$ cat config.mk
export PLATFORM = sky130hd
export DESIGN_NAME = fifo_rd_ctrl
export DESIGN_NICKNAME = d
export VERILOG_FILES = /design/src/rtl/fifo_pack.sv /design/src/rtl/fifo_skid_buf.sv /design/src/rtl/fifo_rd_ctrl.sv
export SDC_FILE = /design/constraint.sdc
export NUM_CORES = 1
export LEC_CHECK = 0
export BUFFER_PORTS_ARGS = -buffer_cell sky130_fd_sc_hd__buf_2
export CORE_ASPECT_RATIO = 1.1
export CORE_MARGIN = 5
export CORE_UTILIZATION = 52
export DETAILED_ROUTE_END_ITERATION = 10
export PLACE_DENSITY = 0.87
export SYNTH_ARGS = -nofsm -noshare
export SYNTH_HDL_FRONTEND = slang
export SYNTH_SLANG_ARGS = --single-unit
$ cat constraint.sdc
create_clock -name rd_clk -period 4.8 [get_ports rd_clk]
set_input_delay 1.2 -clock rd_clk [delete_from_list [all_inputs] [get_ports rd_clk]]
set_output_delay 1.2 -clock rd_clk [all_outputs]
set_load 0.01 [all_outputs]
$ cat src/rtl/fifo_pack.sv
// rtl/fifo_pack.sv - shared types and constants for the FIFO read-side drain controller
package fifo_pack;

    localparam int DEF_DATA_WIDTH = 8;
    localparam int DEF_CNT_WIDTH  = 16;
    localparam int SKID_DEPTH     = 2;

    typedef enum logic {
        RUN   = 1'b0,
        FLUSH = 1'b1
    } rd_state_e;

endpackage

$ cat src/rtl/fifo_skid_buf.sv
// rtl/fifo_skid_buf.sv - 2-entry in-order skid buffer with push/pop/clear
module fifo_skid_buf
    import fifo_pack::*;
#(
    parameter int DATA_WIDTH = DEF_DATA_WIDTH
) (
    input  logic                  clk,
    input  logic                  rst,
    input  logic                  clear,
    input  logic                  push,
    input  logic [DATA_WIDTH-1:0] push_data,
    input  logic                  pop,
    output logic [1:0]            cnt,
    output logic [DATA_WIDTH-1:0] head_data
);

    logic [DATA_WIDTH-1:0] entry0;
    logic [DATA_WIDTH-1:0] entry1;

    // entry0 is always the head; a pop shifts entry1 forward
    always_ff @(posedge clk) begin
        if (rst) begin
            cnt    <= 2'd0;
            entry0 <= '0;
            entry1 <= '0;
        end else if (clear) begin
            cnt <= 2'd0;
        end else begin
            case ({push, pop})
                2'b10: begin
                    if (cnt != 2'(SKID_DEPTH)) begin
                        if (cnt == 2'd0) entry0 <= push_data;
                        else             entry1 <= push_data;
                        cnt <= cnt + 2'd1;
                    end
                end
                2'b01: begin
                    entry0 <= entry1;
                    cnt    <= cnt - 2'd1;
                end
                2'b11: begin
                    if (cnt == 2'd1) begin
                        entry0 <= push_data;
                    end else begin
                        entry0 <= entry1;
                        entry1 <= push_data;
                    end
                end
                default: ;
            endcase
        end
    end

    assign head_data = entry0;

endmodule

$ cat src/rtl/fifo_rd_ctrl.sv
// rtl/fifo_rd_ctrl.sv - FIFO read port to valid/ready stream drain controller with flush
// Optional statistics counters (rd_count, drop_count) under macro FIFO_RD_STATS_EN.
module fifo_rd_ctrl
    import fifo_pack::*;
#(
    parameter int DATA_WIDTH = DEF_DATA_WIDTH
`ifdef FIFO_RD_STATS_EN
    ,
    parameter int CNT_WIDTH  = DEF_CNT_WIDTH
`endif
) (
    input  logic                  rd_clk,
    input  logic                  rst,
    input  logic                  en,
    input  logic                  flush,
    output logic                  fifo_rd_en,
    input  logic [DATA_WIDTH-1:0] fifo_rd_data,
    input  logic                  fifo_empty,
    input  logic                  fifo_underflow,
    output logic                  m_valid,
    output logic [DATA_WIDTH-1:0] m_data,
    input  logic                  m_ready,
    output logic                  busy,
    output logic                  flush_done,
    output logic                  err_underflow
`ifdef FIFO_RD_STATS_EN
    ,
    output logic [CNT_WIDTH-1:0]  rd_count,
    output logic [CNT_WIDTH-1:0]  drop_count
`endif
);

    rd_state_e   state;
    rd_state_e   state_nxt;
    logic        inflight;
    logic [1:0]  skid_cnt;
    logic        skid_push;
    logic        skid_pop;
    logic        skid_clear;
    logic [2:0]  occ;

    fifo_skid_buf #(
        .DATA_WIDTH (DATA_WIDTH)
    ) u_skid (
        .clk       (rd_clk),
        .rst       (rst),
        .clear     (skid_clear),
        .push      (skid_push),
        .push_data (fifo_rd_data),
        .pop       (skid_pop),
        .cnt       (skid_cnt),
        .head_data (m_data)
    );

    assign m_valid  = (skid_cnt != 2'd0);
    assign skid_pop = m_valid && m_ready;
    // Slots committed after this edge; a read is only issued if one stays free
    assign occ      = {1'b0, skid_cnt} + {2'b00, inflight} - {2'b00, skid_pop};

    always_ff @(posedge rd_clk) begin
        if (rst) state <= RUN;
        else     state <= state_nxt;
    end

    always_comb begin
        state_nxt = state;
        case (state)
            RUN:     if (flush) state_nxt = FLUSH;
            FLUSH:   if (fifo_empty && !inflight) state_nxt = RUN;
            default: state_nxt = RUN;
        endcase
    end

    always_comb begin
        fifo_rd_en = 1'b0;
        flush_done = 1'b0;
        skid_push  = 1'b0;
        skid_clear = 1'b0;
        case (state)
            RUN: begin
                fifo_rd_en = en && !fifo_empty && (occ < 3'(SKID_DEPTH));
                skid_push  = inflight;
                skid_clear = flush;
            end
            FLUSH: begin
                fifo_rd_en = !fifo_empty;
                flush_done = fifo_empty && !inflight;
            end
            default: ;
        endcase
        if (rst) fifo_rd_en = 1'b0;
    end

    always_ff @(posedge rd_clk) begin
        if (rst) begin
            inflight      <= 1'b0;
            err_underflow <= 1'b0;
        end else begin
            inflight <= fifo_rd_en;
            if (fifo_underflow && inflight) err_underflow <= 1'b1;
        end
    end

    assign busy = (state == FLUSH) || (skid_cnt != 2'd0) || inflight;

`ifdef FIFO_RD_STATS_EN
    logic [1:0]         drop_inc;
    logic [CNT_WIDTH:0] drop_sum;

    // Flush entry drops what the skid still holds after this cycle's pop, plus the word landing now
    always_comb begin
        drop_inc = 2'd0;
        if (state == RUN && flush)
            drop_inc = skid_cnt - {1'b0, skid_pop} + {1'b0, inflight};
        else if (state == FLUSH && inflight)
            drop_inc = 2'd1;
    end

    assign drop_sum = {1'b0, drop_count} + {{(CNT_WIDTH-1){1'b0}}, drop_inc};

    always_ff @(posedge rd_clk) begin
        if (rst) begin
            rd_count   <= '0;
            drop_count <= '0;
        end else begin
            if (skid_pop && (rd_count != '1)) rd_count <= rd_count + CNT_WIDTH'(1);
            drop_count <= drop_sum[CNT_WIDTH] ? '1 : drop_sum[CNT_WIDTH-1:0];
        end
    end
`endif

endmodule
======== Word-level counts from Yosys, hierarchy flattened ========
Index checks and enable logic that the tools add are counted.
storage, ports and cells
  word-level logic and storage cells ...... 58
  register bits after elaboration ......... 21
  output and inout port bits .............. 13
  input port bits ......................... 15
cells by class
  add/subtract/negate cells ............... 4
  bitwise gates (word level) .............. 2
  equal/unequal tests ..................... 9
  reductions and logical operators ........ 18
  mux-type cells .......................... 18
  $lt $le $gt $ge ......................... 1
operators by type and width
  kind                   count
  $mux W8                6
  $pmux W8 S3            1
  $pmux W8 S2            1
  $mux W1                6
  $ne A2 B2 Y1 const B   3
  $reduce_bool A2 Y1     3
  $logic_and A1 B1 Y1    5
  $reduce_and A5 Y1      1
  $eq A2 B1 Y1 const B   2
  $eq A2 B2 Y1 const B   2
  $ne A2 B1 Y1 const B   2
  $pmux W1 S2            2
  $pmux W2 S2            1
  $reduce_and A4 Y1      1
  $add A2 B1 Y3          1
  $lt A3 B2 Y1 const B   1
  $reduce_bool A3 Y1     1
  $sub A3 B1 Y3          1
  $add A2 B1 Y2 const B  1
  $logic_not A1 Y1       2
  $logic_not A2 Y1       1
  $logic_or A1 B1 Y1     2
  $mux W2                1
  $not A1 Y1             2
  3 further kinds        3

======== Logic depth before layout (Yosys ltp) ========
  depth after elaboration ................. 7
  depth in mapped cells ................... 10
  mapped depth without buffers ............ 10

======== Hierarchy ========
A second synthesis with hierarchy kept.
second synthesis, totals
  cell total of the unflattened synthesis .. 123
  area, all modules ....................... 1174.9 sq um
modules (own cells, without submodules)
  module         instances  sequential area each (sq um)  cells each  area an instance (sq um)
  fifo_skid_buf  1          360.3                         101         970.9
  fifo_rd_ctrl   1          60.1                          22          203.9

======== Worst setup path after synthesis ========
OpenSTA, ideal clock, no wires.
  path kind ............................... input -> output
  start point ............................. in m_ready
  end point ............................... out fifo_rd_en
  stages on the path ...................... 8
  setup slack ............................. 0.898 ns
  data required time ...................... 3.600 ns
  path buffers ............................ 0
  arrival ................................. 2.702 ns
  cell sequence ........................... nand2b_2 inv_1 ha_1 nand2b_1 fa_1 xnor2_1 a31oi_1 nor3_1
between the ends
  cells in the longest elaborated chain, start to end .. 6
ends and longest elaborated chain
  item                 line                text
  start: declaration   fifo_rd_ctrl.sv:22  input logic m_ready,
  $logic_and A1 B1 Y1  fifo_rd_ctrl.sv:56  assign skid_pop = m_valid && m_ready;
  $sub A3 B1 Y3        fifo_rd_ctrl.sv:58  assign occ = {1'b0, skid_cnt} + {2'b00, inflight} - {2'b00, skid_pop};
  $lt A3 B2 Y1         fifo_rd_ctrl.sv:81  fifo_rd_en = en && !fifo_empty && (occ < 3'(SKID_DEPTH));
  $logic_and A1 B1 Y1  fifo_rd_ctrl.sv:81
  $pmux W1 S2          fifo_rd_ctrl.sv:79  case (state)
  $mux W1              fifo_rd_ctrl.sv:91  if (rst) fifo_rd_en = 1'b0;
  end: declaration     fifo_rd_ctrl.sv:16  output logic fifo_rd_en,
No other way between the ends.

======== Worst setup path after layout ========
Ends and elaborated chain as after synthesis.

==> impl_results.rst <==
.. list-table::
   :header-rows: 1

   * - Metric
     - Value
   * - Outcome
     - completed
   * - Slowest stage delay, CP
     - 0.39 ns
   * - Worst hold path class
     - register to register
   * - Quantity of hold-fixing buffers added after cts
     - 0
   * - Library cell with the largest summed area after synthesis
     - dfxtp_1
   * - All-layer global routing usage
     - 0.152
   * - Count of cells resized by post-cts repair
     - 0
   * - Deepest level of the CTS H-tree
     - 1
   * - Data required time at the worst endpoint
     - 3.60 ns
   * - Number of nets at the end of the flow
     - 152
   * - CTS buffer count
     - 3
   * - Critical path peak fanout
     - 4
   * - Grt ovf
     - 0
   * - Number of synthesized register bits
     - 21
   * - Sum of routed wire length over all layers
     - 2070 um
   * - Mapped Avg Cell Area
     - 10.2 sq um
   * - Post-Syn Area
     - 0.00105 sq mm
   * - Endpoints failing setup
     - 0
   * - Number of sinks on the clock net
     - 21
   * - Clock Skew
     - 0.00566 ns
   * - Cell with the largest stage delay on the worst path
     - fa_1
   * - Vias after detailed routing
     - 838
   * - Worst reg2reg startpoint
     - u_skid.cnt[1]
   * - Die area
     - 0.00302 sq mm
   * - Synthesis-to-layout area growth
     - 17.0%
   * - Number of distinct standard cells referenced by the synthesized netlist
     - 26
   * - Clock latency on the worst-skew pair
     - 0.31 ns
   * - Transition at the pin with the smallest max-transition slack
     - 0.659 ns
   * - Cell leakage power
     - 0.630 nW
   * - Max Slew Vio Count
     - 0
   * - DRC Markers
     - 0
   * - Gate count after technology mapping
     - 103
   * - Final critical path time including I/O delays and setup
     - 4.15 ns
   * - CP Cell Sequence
     - buf_2 > nand2b_2 > inv_1 > ha_1 > nand2b_1 > fa_1 > xnor2_1 > a31oi_1 > nor3_1 > buf_2
   * - Core Rows
     - 17
   * - First-pass DRT Iterations
     - 4
   * - Commonest cells in the netlist
     - dfxtp_1 (21), nor2_1 (19), mux2i_1 (18), a211oi_1 (6)
   * - Number of global-route vias before repair
     - 833
   * - Net Count, Synth
     - 123
   * - Post-CTS setup-driven buffer insertion count
     - 0
   * - I/O pin count
     - 28
   * - Crit Path Class
     - input port to output pin
   * - Arrival time at the worst endpoint
     - 2.95 ns
   * - Proportion of layout cells with a drive suffix above 1
     - 0.290
   * - Vias per cell
     - 5.27
   * - Setup slack on the worst flop-to-flop path
     - 2.27 ns
   * - TritonCTS clock tree
     - yes
   * - Antenna diodes
     - 0
   * - Cell Count Post-Placement
     - 155
   * - Synth area leaders
     - dfxtp_1 (40%), mux2i_1 (17%), nor2_1 (6.8%)
   * - Critical Path End
     - fifo_rd_en
   * - Post-synth ARST share
     - 0
   * - Height of the die
     - 57.2 um
   * - Critical Path End Type
     - output pin
   * - Worst IR drop on VDD
     - 0.000227 V
   * - 1st-iter DRT viols
     - 15
   * - WP buf/inv
     - 3
   * - Final Cycle Share
     - 0.866
   * - Number of enable-type register cells in the synthesized netlist
     - 0
   * - Relative slew slack
     - 0.561
   * - CTS Root Cell
     - clkbuf_4
   * - Final-layout setup total negative slack
     - 0 ns
   * - R2r worst-path depth
     - 10
   * - CP top delay family
     - adder cells
   * - Routed length per instance
     - 13.0 um
   * - Critical path depth
     - 10
   * - Routability congestion estimate from global placement
     - 0.918
   * - Number of antenna-violating nets in the routed design
     - 0
   * - Clock buffer depth
     - 2
   * - Setup repair after global routing missed its margin
     - false
   * - Critical register-to-register path endpoint
     - inflight
   * - Clock slew at the register clock pins of the worst setup and hold paths
     - 0.11 ns
   * - Number of antenna violations at the first check in global routing
     - 0
   * - Crit path top cell by count
     - buf_2
   * - Final hold violation count
     - 0
   * - Power per cell area
     - 366 mW/mm^2
   * - Horizontal die dimension
     - 52.9 um
   * - Starting Density
     - 0.531
   * - Sequential fraction of the synthesis area
     - 0.400
   * - Post-synth top flop
     - dfxtp_1
   * - Most frequently used cell type in the post-synthesis netlist
     - dfxtp_1
   * - Highest clock rate
     - 241 MHz
   * - Start point of the critical path
     - m_ready
   * - Area fraction of the dominant cell type after synthesis
     - 0.400
   * - Number of buffers inserted by port buffering
     - 27
   * - Total number of yosys warnings
     - 0
   * - Largest net degree at the start of global routing
     - 23
   * - Number of standard cells in the final layout excluding fillers
     - 159
   * - DP HPWL
     - 1590 um
   * - Count of max-cap constraint violations
     - 0
   * - Core Area
     - 0.00198 sq mm
   * - First-pass GRT wire length
     - 3510 um
   * - Startpoint class of the critical path
     - input port
## sequential cells by signal (all words and copies together), names as in the netlist
register,cells
u_skid.cnt,2
u_skid.entry1,8
inflight,1
u_skid.head_data,8
state,1
err_underflow,1
## cell usage in the layout (no fill, tap or decap), drive strengths merged, types with 2 or more instances in the layout
cell type and instances:
nor2 19, ha 4, nand2b 4, nor3 5
dfxtp 21, xnor2 2, buf 27, mux2i 18
inv 5, a21oi 3, a211oi 8, clkbuf 3
## metrics by stage
step                      setup WS, ns  area [sq um]   util  power (mW)  hold WS (ns)
after detailed placement         0.639          1200  0.608       0.371         0.457
after CTS                        0.635          1230  0.622       0.456         0.487
final                            0.645          1230  0.622       0.451         0.484
after global placement           0.703          1200  0.608       0.363         0.444
after floorplan                  0.898          1050      -       0.328         0.463
after global routing             0.483          1230  0.622       0.481         0.519
## logic make-up after synthesis
| kind of cell | Yosys count | share of synthesized area |
|---|---|---|
| AOI/OAI and AO/OA | 16 | 0.150 |
| muxes | 18 | 0.171 |
| DFF | 21 | 0.400 |
| and+or+nand+nor | 33 | 0.160 |
| xor gates and xnor gates | 2 | 0.0167 |
| adders and majority gates | 5 | 0.0667 |
| buffers and inverters | 8 | 0.0357 |
## tightest hold or removal path, stage by stage (launching register included)
cell     delay, ns
dfxtp_1       0.34
a21oi_1       0.05
nor2_1        0.07
## cell type report
cell class                 instances  area (sq um)
fill                             173           748
multi-input combinational         74           593
sequential                        21           420
timing repair buffer              27           135
tap                               28          35.0
clock buffer                       3          22.5
inverter                           5          18.8
clock inverter                     1          5.00
## metal layers
metal / vias to the layer above / global-route usage / routed length (um) / share of wire
met1: 391 / 0.194 / 918 / 0.44
met3: 2 / 0.0339 / 122 / 0.059
met5: - / 0 / 0 / 0
li1: 421 / - / - / -
met4: 0 / 0.0620 / 30 / 0.015
met2: 24 / 0.243 / 996 / 0.48
## power breakdown
part / internal, mW / switching, mW / leakage, nW
registers: 0.192 / 0.0134 / 0.171
clock network: 0.0312 / 0.0543 / 0.0177
logic: 0.0717 / 0.0881 / 0.442
total: 0.295 / 0.156 / 0.630
## worst min-delay path by stage
stage | from | cells past startpoint | end | slack, ns
3_5_place_dp | err_underflow | 2 | err_underflow | 0.46
4_1_cts | err_underflow | 2 | err_underflow | 0.49
5_1_grt | err_underflow | 2 | err_underflow | 0.52
2_1_floorplan | u_skid.entry1[0] | 2 | u_skid.entry1[0] | 0.46
3_3_place_gp | err_underflow | 2 | err_underflow | 0.44
6_report | err_underflow | 2 | err_underflow | 0.48
(Power assumes the default switching activity.)
